===== config.mk =====
export PLATFORM = sky130hd
export DESIGN_NAME = clk_monitor
export DESIGN_NICKNAME = d
export VERILOG_FILES = /design/src/rtl/clk_monitor_pkg.sv /design/src/rtl/clk_monitor_edge_detect.sv /design/src/rtl/clk_monitor.sv
export SDC_FILE = /design/constraint.sdc
export NUM_CORES = 1
export LEC_CHECK = 0
export CAP_MARGIN = 20
export CORE_MARGIN = 5
export CORE_UTILIZATION = 45
export DETAILED_ROUTE_END_ITERATION = 10
export PLACE_DENSITY = 0.62
export SLEW_MARGIN = 30
export SYNTH_ARGS = -nofsm -noshare
export SYNTH_HDL_FRONTEND = slang
export SYNTH_SLANG_ARGS = --single-unit

===== constraint.sdc =====
create_clock -name clk -period 4.8 [get_ports clk]
set_clock_uncertainty 0.15 [all_clocks]
set_input_delay 1.2 -clock clk [delete_from_list [all_inputs] [get_ports clk]]
set_output_delay 1.2 -clock clk [all_outputs]
set_load 0.01 [all_outputs]

===== src/rtl/clk_monitor_pkg.sv =====
// Shared types and helpers for the clock-health monitor.
package clk_monitor_pkg;

   typedef enum logic [1:0] {
      IDLE  = 2'd0,
      ARM   = 2'd1,
      RUN   = 2'd2,
      STUCK = 2'd3
   } state_t;

   function automatic logic [31:0] abs_diff(input logic [31:0] a, input logic [31:0] b);
      return (a >= b) ? (a - b) : (b - a);
   endfunction

endpackage


===== src/rtl/clk_monitor_edge_detect.sv =====
// Synchronizes the monitored clock into clk and emits a registered one-cycle rise pulse.
module clk_monitor_edge_detect #(
   parameter int unsigned SYNC_STAGES = 2
) (
   input  logic clk,
   input  logic rst,
   input  logic meas_in,
   output logic level,
   output logic rise_ev
);

   logic [SYNC_STAGES-1:0] sync_q;

   // level is the synchronized input delayed once so it lines up with rise_ev
   always_ff @(posedge clk) begin
      if (rst) begin
         sync_q  <= '0;
         level   <= 1'b0;
         rise_ev <= 1'b0;
      end else begin
         sync_q  <= {sync_q[SYNC_STAGES-2:0], meas_in};
         level   <= sync_q[SYNC_STAGES-1];
         rise_ev <= sync_q[SYNC_STAGES-1] & ~level;
      end
   end

endmodule


===== src/rtl/clk_monitor.sv =====
// Measures period and high time of meas_in in clk cycles; reports range, lock and stuck status.
module clk_monitor
   import clk_monitor_pkg::*;
#(
   parameter int unsigned CNT_W       = 16,
   parameter int unsigned SYNC_STAGES = 2,
   parameter int unsigned EXP_PERIOD  = 10,
   parameter int unsigned TOL         = 1,
   parameter int unsigned LOCK_CNT    = 4,
   parameter int unsigned TIMEOUT     = 1000
) (
   input  logic             clk,
   input  logic             rst,
   input  logic             ena,
   input  logic             meas_in,
   output logic [CNT_W-1:0] period,
   output logic [CNT_W-1:0] high_time,
   output logic             meas_valid,
   output logic             in_range,
   output logic             locked,
   output logic             stuck
);

   localparam int unsigned IDLE_W = $clog2(TIMEOUT + 1);
   localparam int unsigned LOCK_W = $clog2(LOCK_CNT + 1);
   localparam logic [CNT_W-1:0] CNT_MAX = '1;

   state_t state_q, state_d;

   logic [CNT_W-1:0]  per_q, per_d;
   logic [CNT_W-1:0]  high_q, high_d;
   logic [IDLE_W-1:0] idle_q, idle_d;
   logic [LOCK_W-1:0] lock_q, lock_d;
   logic [CNT_W-1:0]  period_d, high_time_d;
   logic              meas_valid_d, in_range_d, locked_d, stuck_d;

   logic              level, rise_ev;
   logic              timeout_c, meas_ok_c;
   logic [CNT_W-1:0]  per_inc_c, high_inc_c;
   logic [LOCK_W-1:0] lock_inc_c;

   clk_monitor_edge_detect #(
      .SYNC_STAGES (SYNC_STAGES)
   ) u_edge (
      .clk     (clk),
      .rst     (rst),
      .meas_in (meas_in),
      .level   (level),
      .rise_ev (rise_ev)
   );

   // A coincident rise always beats timeout expiry
   assign timeout_c  = !rise_ev && (idle_q >= IDLE_W'(TIMEOUT - 1));
   assign meas_ok_c  = (per_q != CNT_MAX) &&
                       (abs_diff(32'(per_q), 32'(EXP_PERIOD)) <= 32'(TOL));
   assign per_inc_c  = (per_q == CNT_MAX) ? per_q : per_q + CNT_W'(1);
   assign high_inc_c = (high_q == CNT_MAX) ? high_q : high_q + CNT_W'(1);
   assign lock_inc_c = (lock_q >= LOCK_W'(LOCK_CNT)) ? lock_q : lock_q + LOCK_W'(1);

   always_ff @(posedge clk) begin
      if (rst) begin
         state_q    <= IDLE;
         per_q      <= '0;
         high_q     <= '0;
         idle_q     <= '0;
         lock_q     <= '0;
         period     <= '0;
         high_time  <= '0;
         meas_valid <= 1'b0;
         in_range   <= 1'b0;
         locked     <= 1'b0;
         stuck      <= 1'b0;
      end else begin
         state_q    <= state_d;
         per_q      <= per_d;
         high_q     <= high_d;
         idle_q     <= idle_d;
         lock_q     <= lock_d;
         period     <= period_d;
         high_time  <= high_time_d;
         meas_valid <= meas_valid_d;
         in_range   <= in_range_d;
         locked     <= locked_d;
         stuck      <= stuck_d;
      end
   end

   always_comb begin
      state_d = state_q;
      case (state_q)
         IDLE:    state_d = ARM;
         ARM:     if (rise_ev) state_d = RUN; else if (timeout_c) state_d = STUCK;
         RUN:     if (timeout_c) state_d = STUCK;
         STUCK:   if (rise_ev) state_d = RUN;
         default: state_d = IDLE;
      endcase
      if (!ena) state_d = IDLE;
   end

   always_comb begin
      per_d        = per_q;
      high_d       = high_q;
      idle_d       = idle_q;
      lock_d       = lock_q;
      period_d     = period;
      high_time_d  = high_time;
      meas_valid_d = 1'b0;
      in_range_d   = in_range;
      locked_d     = locked;
      stuck_d      = stuck;

      case (state_q)
         IDLE: begin
            per_d  = '0;
            high_d = '0;
            idle_d = '0;
            lock_d = '0;
         end
         // First edge after arming or a stall only restarts the counters
         ARM, STUCK: begin
            if (rise_ev) begin
               per_d   = CNT_W'(1);
               high_d  = CNT_W'(1);
               idle_d  = '0;
               stuck_d = 1'b0;
            end else if (state_q == ARM) begin
               idle_d = idle_q + IDLE_W'(1);
            end
         end
         RUN: begin
            if (rise_ev) begin
               period_d     = per_q;
               high_time_d  = high_q;
               in_range_d   = meas_ok_c;
               meas_valid_d = 1'b1;
               per_d        = CNT_W'(1);
               high_d       = CNT_W'(1);
               idle_d       = '0;
               if (meas_ok_c) begin
                  lock_d   = lock_inc_c;
                  locked_d = (lock_inc_c == LOCK_W'(LOCK_CNT));
               end else begin
                  lock_d   = '0;
                  locked_d = 1'b0;
               end
            end else begin
               per_d  = per_inc_c;
               idle_d = idle_q + IDLE_W'(1);
               if (level) high_d = high_inc_c;
            end
         end
         default: ;
      endcase

      if (timeout_c && ((state_q == ARM) || (state_q == RUN))) begin
         stuck_d    = 1'b1;
         locked_d   = 1'b0;
         lock_d     = '0;
         in_range_d = 1'b0;
         idle_d     = '0;
      end

      if (!ena) begin
         per_d        = '0;
         high_d       = '0;
         idle_d       = '0;
         lock_d       = '0;
         meas_valid_d = 1'b0;
         in_range_d   = 1'b0;
         locked_d     = 1'b0;
         stuck_d      = 1'b0;
      end
   end

endmodule

==> results of run 1 <==
[layer usage]
metal,up-vias,global-route usage [%],routed length [um]
met5,-,0,0
met4,0,5.97,141
met3,10,3.37,263
met2,54,32.0,5170
met1,1879,24.4,4960
li1,2018,-,-
[cell usage after synthesis (all sizes together), types with 9 or more instances]
master  instances
nor2           58
clkbuf         30
nor3           15
o21ai          18
nor2b           9
nand2         107
xor2           21
nand4          20
a21oi          51
ha             17
nand3          19
inv            14
dfxtp          87
[cells by family after synthesis]
logic type / count (synthesis) / share of synthesized area [%]
flip-flops: 87 / 39.3
buffers and inverters: 49 / 4.52
AO/OA/AOI/OAI: 118 / 16.4
multiplexers: 1 / 0.226
adder cells (fa/ha/maj): 17 / 4.80
AND/OR/NAND/NOR: 270 / 29.3
XOR/XNOR: 27 / 5.34
[power by group through the flow]
stage / registers (W) / clock network [W] / logic (W)
after floorplan: 0.000742 / 0 / 0.0000298
after global placement: 0.000744 / 0 / 0.0000403
after detailed placement: 0.000744 / 0 / 0.0000407
after CTS: 0.000727 / 0.000560 / 0.0000409
after global routing: 0.000727 / 0.000591 / 0.0000462
final: 0.000727 / 0.000541 / 0.0000411
[sequential cells by signal, indices dropped and copies added, names as in the netlist, 2 cells and up]
| register | cells |
|---|---|
| idle_q | 10 |
| lock_q | 3 |
| period | 16 |
| per_q | 16 |
| u_edge.sync_q | 2 |
| high_q | 16 |
| state_q | 2 |
| high_time | 16 |
[area by class of cell]
class	instances	area, um^2
clock buffers	10	128
inverters	15	56.3
multi-input cells	433	2500
clock inverters	5	81.3
well taps	133	166
flip-flops and latches	87	1740
fillers	970	4600
repair buffers	42	413
[per-stage QoR]
stage,total power [W],area [um^2],util (%),worst slack [ns]
floorplan,0.000772,4430,-,1.93
global placement,0.000784,4860,50.2,1.40
detailed placement,0.000784,4870,50.3,1.31
CTS,0.00133,5080,52.5,1.66
global route,0.00136,5080,52.5,1.46
finish,0.00131,5080,52.5,1.65
[placed cells by master, fill, tap and decap left out, drive strengths merged, types with 7 or more instances in the layout]
| master | n |
|---|---|
| clkdlybuf4s50 | 39 |
| nand2 | 107 |
| o22ai | 7 |
| nand3 | 19 |
| clkbuf | 10 |
| o21ai | 18 |
| nor3 | 15 |
| xor2 | 21 |
| and3 | 8 |
| nor2 | 58 |
| dfxtp | 87 |
| a21oi | 51 |
| nand4 | 20 |
| nor2b | 9 |
| inv | 15 |
| ha | 17 |
| nor4 | 8 |
[critical path, stage by stage]
cell and delay (ns):
clkdlybuf4s50_1 0.45, nand2b_1 0.35, nor4_1 0.69, a31oi_1 0.08
buf_4 0.22, o22ai_1 0.13, nand2_1 0.07, o21ai_1 0.08
[worst max path at each step]
stage               startpoint                      to  slack [ns]  cells past startpoint
floorplan                  rst  high_q[7]$_SDFFE_PP0P_        1.93                      9
global placement           rst   per_q[7]$_SDFFE_PP0P_        1.40                      8
detailed placement         rst   per_q[7]$_SDFFE_PP0P_        1.31                      8
CTS                        rst   per_q[7]$_SDFFE_PP0P_        1.66                      8
global route               rst   per_q[7]$_SDFFE_PP0P_        1.46                      8
finish                     rst   per_q[7]$_SDFFE_PP0P_        1.65                      8
==> results.md, run 1 <==
* Area leader, netlist: dfxtp_1
* Row count at 36
* Starting Density at 45.7%
* Seq/Total Area, Yosys at 39.3%
* Ant. Diodes at 0
* Internal Power at 0.00103 W
* Post-Syn Nets at 590
* Seq pwr share at 55.5%
* Switch Pwr at 0.000281 W
* HP Class: flip-flop to flip-flop
* Htree depth at 3
* Worst r2r src: per_q[6]$_SDFFE_PP0P_
* Synthesized instance count at 569
* RSZ-0062 raised after global routing: false
* Clk pin slew, worst setup/hold paths at 0.08 ns
* CTS tree: built
* Final Max Slew Viols at 0
* Clock Tree Buf Depth at 2
* Startpoint types: input pin
* Core Region at 9680 um^2
* Area grow syn2layout at 14.8%
* Gpl congestion at 0.879
* R2R depth at 7
* Most common flop cell mapped by yosys: dfxtp_1
* Mean Syn Cell Area at 7.78 um^2
* Inst Count DP at 710
* Combinational Power Share at 3.1%
* Setup crit end kind: flip-flop
* Critical Path AT at 3.28 ns
* Final ANT Viol Nets at 0
* Final Cycle Share at 65.6%
* Netlist Area Pre-Place at 4430 um^2
* CP required at 4.93 ns
* End of the worst hold path: u_edge.sync_q[1]$_SDFF_PP0_
* Max Freq at 0.317 GHz
* IO Pins at 40
* Max-cap violations at 0
* Yosys cell types at 58
* Grt ovf at 0
* First-pass GRT wire length at 18,000 um
* Worst-Skew Late Latency at 0.35 ns
* Final wirelength at 10,500 um
* Pin count of the biggest net entering global routing at 37
* Final Instance Count excl. Fillers at 725
* #FFs+latches synth at 87
* Worst hold margin at 0.303 ns
* Top-area cell type share of the netlist area at 39.3%
* Slew @ Worst Pin at 0.887 ns
* Leak pwr at 1.74 nW
* Post-synth EDFFs at 0
* Die Ht at 109 um
* GRT Resource Usage Total at 18.9%
* Clk pwr share at 41.3%
* Endpoints failing hold at 0
* Worst vdd ir at 0.171 mV
* Hold path depth at 1
* Overall die width at 109 um
* TNS Setup at 0 ns
* Hold path startpoint: u_edge.sync_q[0]$_SDFF_PP0_
* DR pass1 iterations at 4
* Share of synthesized flip-flops with an asynchronous set or reset at 0%
* DR iter-0 viols at 234
* FF-to-FF End: lock_q[2]$_SDFFE_PP0P_
* Relative slew slack at 40.4%
* Root buf cell: clkbuf_8
* Port bufs at 39
* CTS Hold Bufs at 0
* Hpwl dp at 7570 um
* Status: completed
* Crit Path Category: input pin to flip-flop
* Via density at 5.46
* Via count at 3,961
* Clk sink count at 87
* DIE AREA at 11,900 um^2
* Nets at 609
* Final Critical Period at 3.15 ns
* Vias in the first global route at 3,856
* Initial antenna violation count at 0
* Residual DRC at 0
* Switching Fraction at 21.4%
* Ratio of cells with drive above 1 in the final layout at 4.90%
* Final setup vio count at 0
* Power density over the cells at 258 nW/um^2
* Top post-synthesis cells by area: dfxtp_1 39%, nand2_1 9.0%, a21oi_1 5.8%, nor2_1 4.9%, ha_1 4.8%
* Average wire per cell in the routed design at 14.5 um
* Post-cts resize count at 0
* R2R Setup Slk at 1.92 ns
* Ys Warns at 0
* Total CTS buffers at 9
* Post-CTS setup buffer count at 0
* Crit-path max FO at 13
Note: power is estimated with default switching activity, not from simulation.
==> inputs of run 2 (changes only) <==
clock period = 3.3 ns   (was 4.8 ns; I/O delays follow)
==> run 2 against run 1 <==
- clock power up 77%
- non-clock buffer count grew 7
- cell count up 1.1%
- clock-buffer cell count unchanged
- setup slack worse by 1.2 ns
- register-to-register slack got worse by 1.5 ns
- via count is 2.6% higher
- design area rose by 2.0%
- total power is 59% higher
- sequential cell count stayed put
- first-iteration DRC count down 25%
- wire length up 5.6%
==> results.md, run 2 (same netlist as run 1, synthesis figures left out) <==
* Starting Density at 45.7% (unchanged)
* Initial antenna violation count at 0 (unchanged)
* Area after DPL at 4920 um^2 (+1.0%)
* Clk pwr share at 46.2% (+4.9 points)
* Leak pwr at 1.80 nW (+3.4%)
* Final Instance Count excl. Fillers at 733 (+1.1%)
* Switch Pwr at 0.000427 W (+52%)
* Slew @ Worst Pin at 0.904 ns (+0.0172 ns)
* TNS Setup at 0 ns (unchanged)
* DR iter-0 viols at 175 (-25%)
* Final setup vio count at 0 (unchanged)
* RSZ-0062 raised after global routing: false
* Htree depth at 3 (unchanged)
* R2R Setup Slk at 0.42 ns (-1.50 ns)
* Worst r2r src: per_q[6]$_SDFFE_PP0P_
* Internal Power at 0.00165 W (+61%)
* Nets at 616 (+1.1%)
* Post-route cell area at 5180 um^2 (+2.0%)
* R2R depth at 7 (unchanged)
* FF-to-FF End: lock_q[2]$_SDFFE_PP0P_
* Vias in the first global route at 3,877 (+0.54%)
* Final Critical Period at 2.88 ns
* Residual DRC at 0 (unchanged)
* Seq pwr share at 50.9% (-4.6 points)
* Total CTS buffers at 9 (unchanged)
* Post-cts resize count at 0 (unchanged)
* Setup crit end kind: flip-flop
* Clock Tree Buf Depth at 2 (unchanged)
* Crit Path Category: flip-flop to flip-flop
* Relative slew slack at 39.3% (-1.1 points)
* Root buf cell: clkbuf_8
* Final setup margin at 0.419 ns (-1.23 ns)
* Area grow syn2layout at 17.0%
* Critical Path AT at 2.98 ns (-0.30 ns)
* End of the worst hold path: u_edge.sync_q[1]$_SDFF_PP0_
* DR pass1 iterations at 4 (unchanged)
* Final Cycle Share at 87.3%
* HP Class: flip-flop to flip-flop
* Post-CTS setup buffer count at 0 (unchanged)
* Startpoint types: flip-flop
* Hpwl dp at 7900 um (+4.4%)
* Ant. Diodes at 0 (unchanged)
* Gpl congestion at 0.916 (+4.2%)
* First-pass GRT wire length at 18,400 um (+2.1%)
* Port bufs at 39 (unchanged)
* IO Pins at 40 (unchanged)
* Status: completed
* Final ANT Viol Nets at 0 (unchanged)
* Worst-Skew Late Latency at 0.36 ns (about the same)
* Overall die width at 109 um (unchanged)
* Most common cell after layout, fill and taps aside: nand2_1
* CTS tree: built
* Final wirelength at 11,100 um (+5.6%)
* Worst slack, placed at 0.342 ns (-0.966 ns)
* Power density over the cells at 401 nW/um^2 (+56%)
* Switching Fraction at 20.5% (-0.91 points)
* Pin count of the biggest net entering global routing at 36 (-2.7%)
* FILL cells at 956 (-1.4%)
* Crit-path max FO at 10 (-3)
* Inst Count DP at 717 (+0.99%)
* Ratio of cells with drive above 1 in the final layout at 6.00% (+1.1 points)
* Hold path depth at 1 (unchanged)
* Max Freq at 0.347 GHz
* Via count at 4,065 (+2.6%)
* Via density at 5.55 (+1.5%)
* Core Region at 9680 um^2 (unchanged)
* CTS Hold Bufs at 0 (unchanged)
* Final Max Slew Viols at 0 (unchanged)
* Worst vdd ir at 0.300 mV (+75%)
* Max-cap violations at 0 (unchanged)
* Hold path startpoint: u_edge.sync_q[0]$_SDFF_PP0_
* Average wire per cell in the routed design at 15.2 um (+4.4%)
* Row count at 36 (unchanged)
* Grt ovf at 0 (unchanged)
* Die Ht at 109 um (unchanged)
* Commonest non-fill, non-tap cells in the layout: 106 x nand2_1, 87 x dfxtp_1, 58 x nor2_1, 51 x a21oi_1, 39 x clkdlybuf4s50_1
* Clk pin slew, worst setup/hold paths at 0.09 ns (about the same)
* Combinational Power Share at 3.0% (about the same)
* Endpoints failing hold at 0 (unchanged)
* DIE AREA at 11,900 um^2 (unchanged)
* GRT Resource Usage Total at 19.5% (+0.64 points)
* Clk sink count at 87 (unchanged)
* CP required at 3.40 ns (-1.53 ns)
* Worst hold margin at 0.290 ns (-0.0138 ns)
-- run 2: per-layer routing --
metal	up-vias	share of wire (%)	GRT usage, %
li1	2031	-	-
met1	1943	45	23.8
met2	77	50	34.2
met3	14	3.1	3.49
met4	0	2.0	7.12
met5	-	0	0
-- run 2: how the worst max path moves through the flow --
stage                                startpoint                      end  cells past startpoint
after floorplan           per_q[6]$_SDFFE_PP0P_   lock_q[2]$_SDFFE_PP0P_                      9
after global placement                      rst    per_q[7]$_SDFFE_PP0P_                      7
after detailed placement                    rst  high_q[13]$_SDFFE_PP0P_                      8
after CTS                 per_q[6]$_SDFFE_PP0P_   lock_q[2]$_SDFFE_PP0P_                      7
after global routing      per_q[0]$_SDFFE_PP0P_    in_range$_SDFFE_PP0P_                      9
final                     per_q[6]$_SDFFE_PP0P_   lock_q[2]$_SDFFE_PP0P_                      7
-- run 2: per-stage QoR --
| stage | power (W) | utilization (%) |
|---|---|---|
| floorplan | 0.00112 | - |
| global placement | 0.00114 | 50.8 |
| detailed placement | 0.00114 | 50.8 |
| CTS | 0.00210 | 53.5 |
| global route | 0.00216 | 53.5 |
| finish | 0.00208 | 53.5 |
-- run 2: power groups by stage --
stage                     logic (W)  registers [W]  clock network [W]
after floorplan           0.0000433        0.00108                  0
after global placement    0.0000607        0.00108                  0
after detailed placement  0.0000616        0.00108                  0
after CTS                 0.0000618        0.00106           0.000984
after global routing      0.0000691        0.00106            0.00103
final                     0.0000620        0.00106           0.000959
-- run 2: critical path, cell delays in order (launching register included) --
cell and delay [ns]:
dfxtp_1 0.43, or4_4 0.65, nor4_4 0.44, nand2_2 0.17, a311oi_2 0.37, and4bb_4 0.31
a31oi_1 0.15, o22ai_1 0.11
-- run 2: layout make-up --
class	count	area (um^2)	area share [%]
Clock inverter	6	133	2.56
Clock buffer	10	128	2.46
Sequential cell	87	1740	33.6
Tap cell	133	166	3.21
Timing Repair Buffer	49	465	8.98
Inverter	15	56.3	1.09
Multi-Input combinational cell	433	2490	48.1
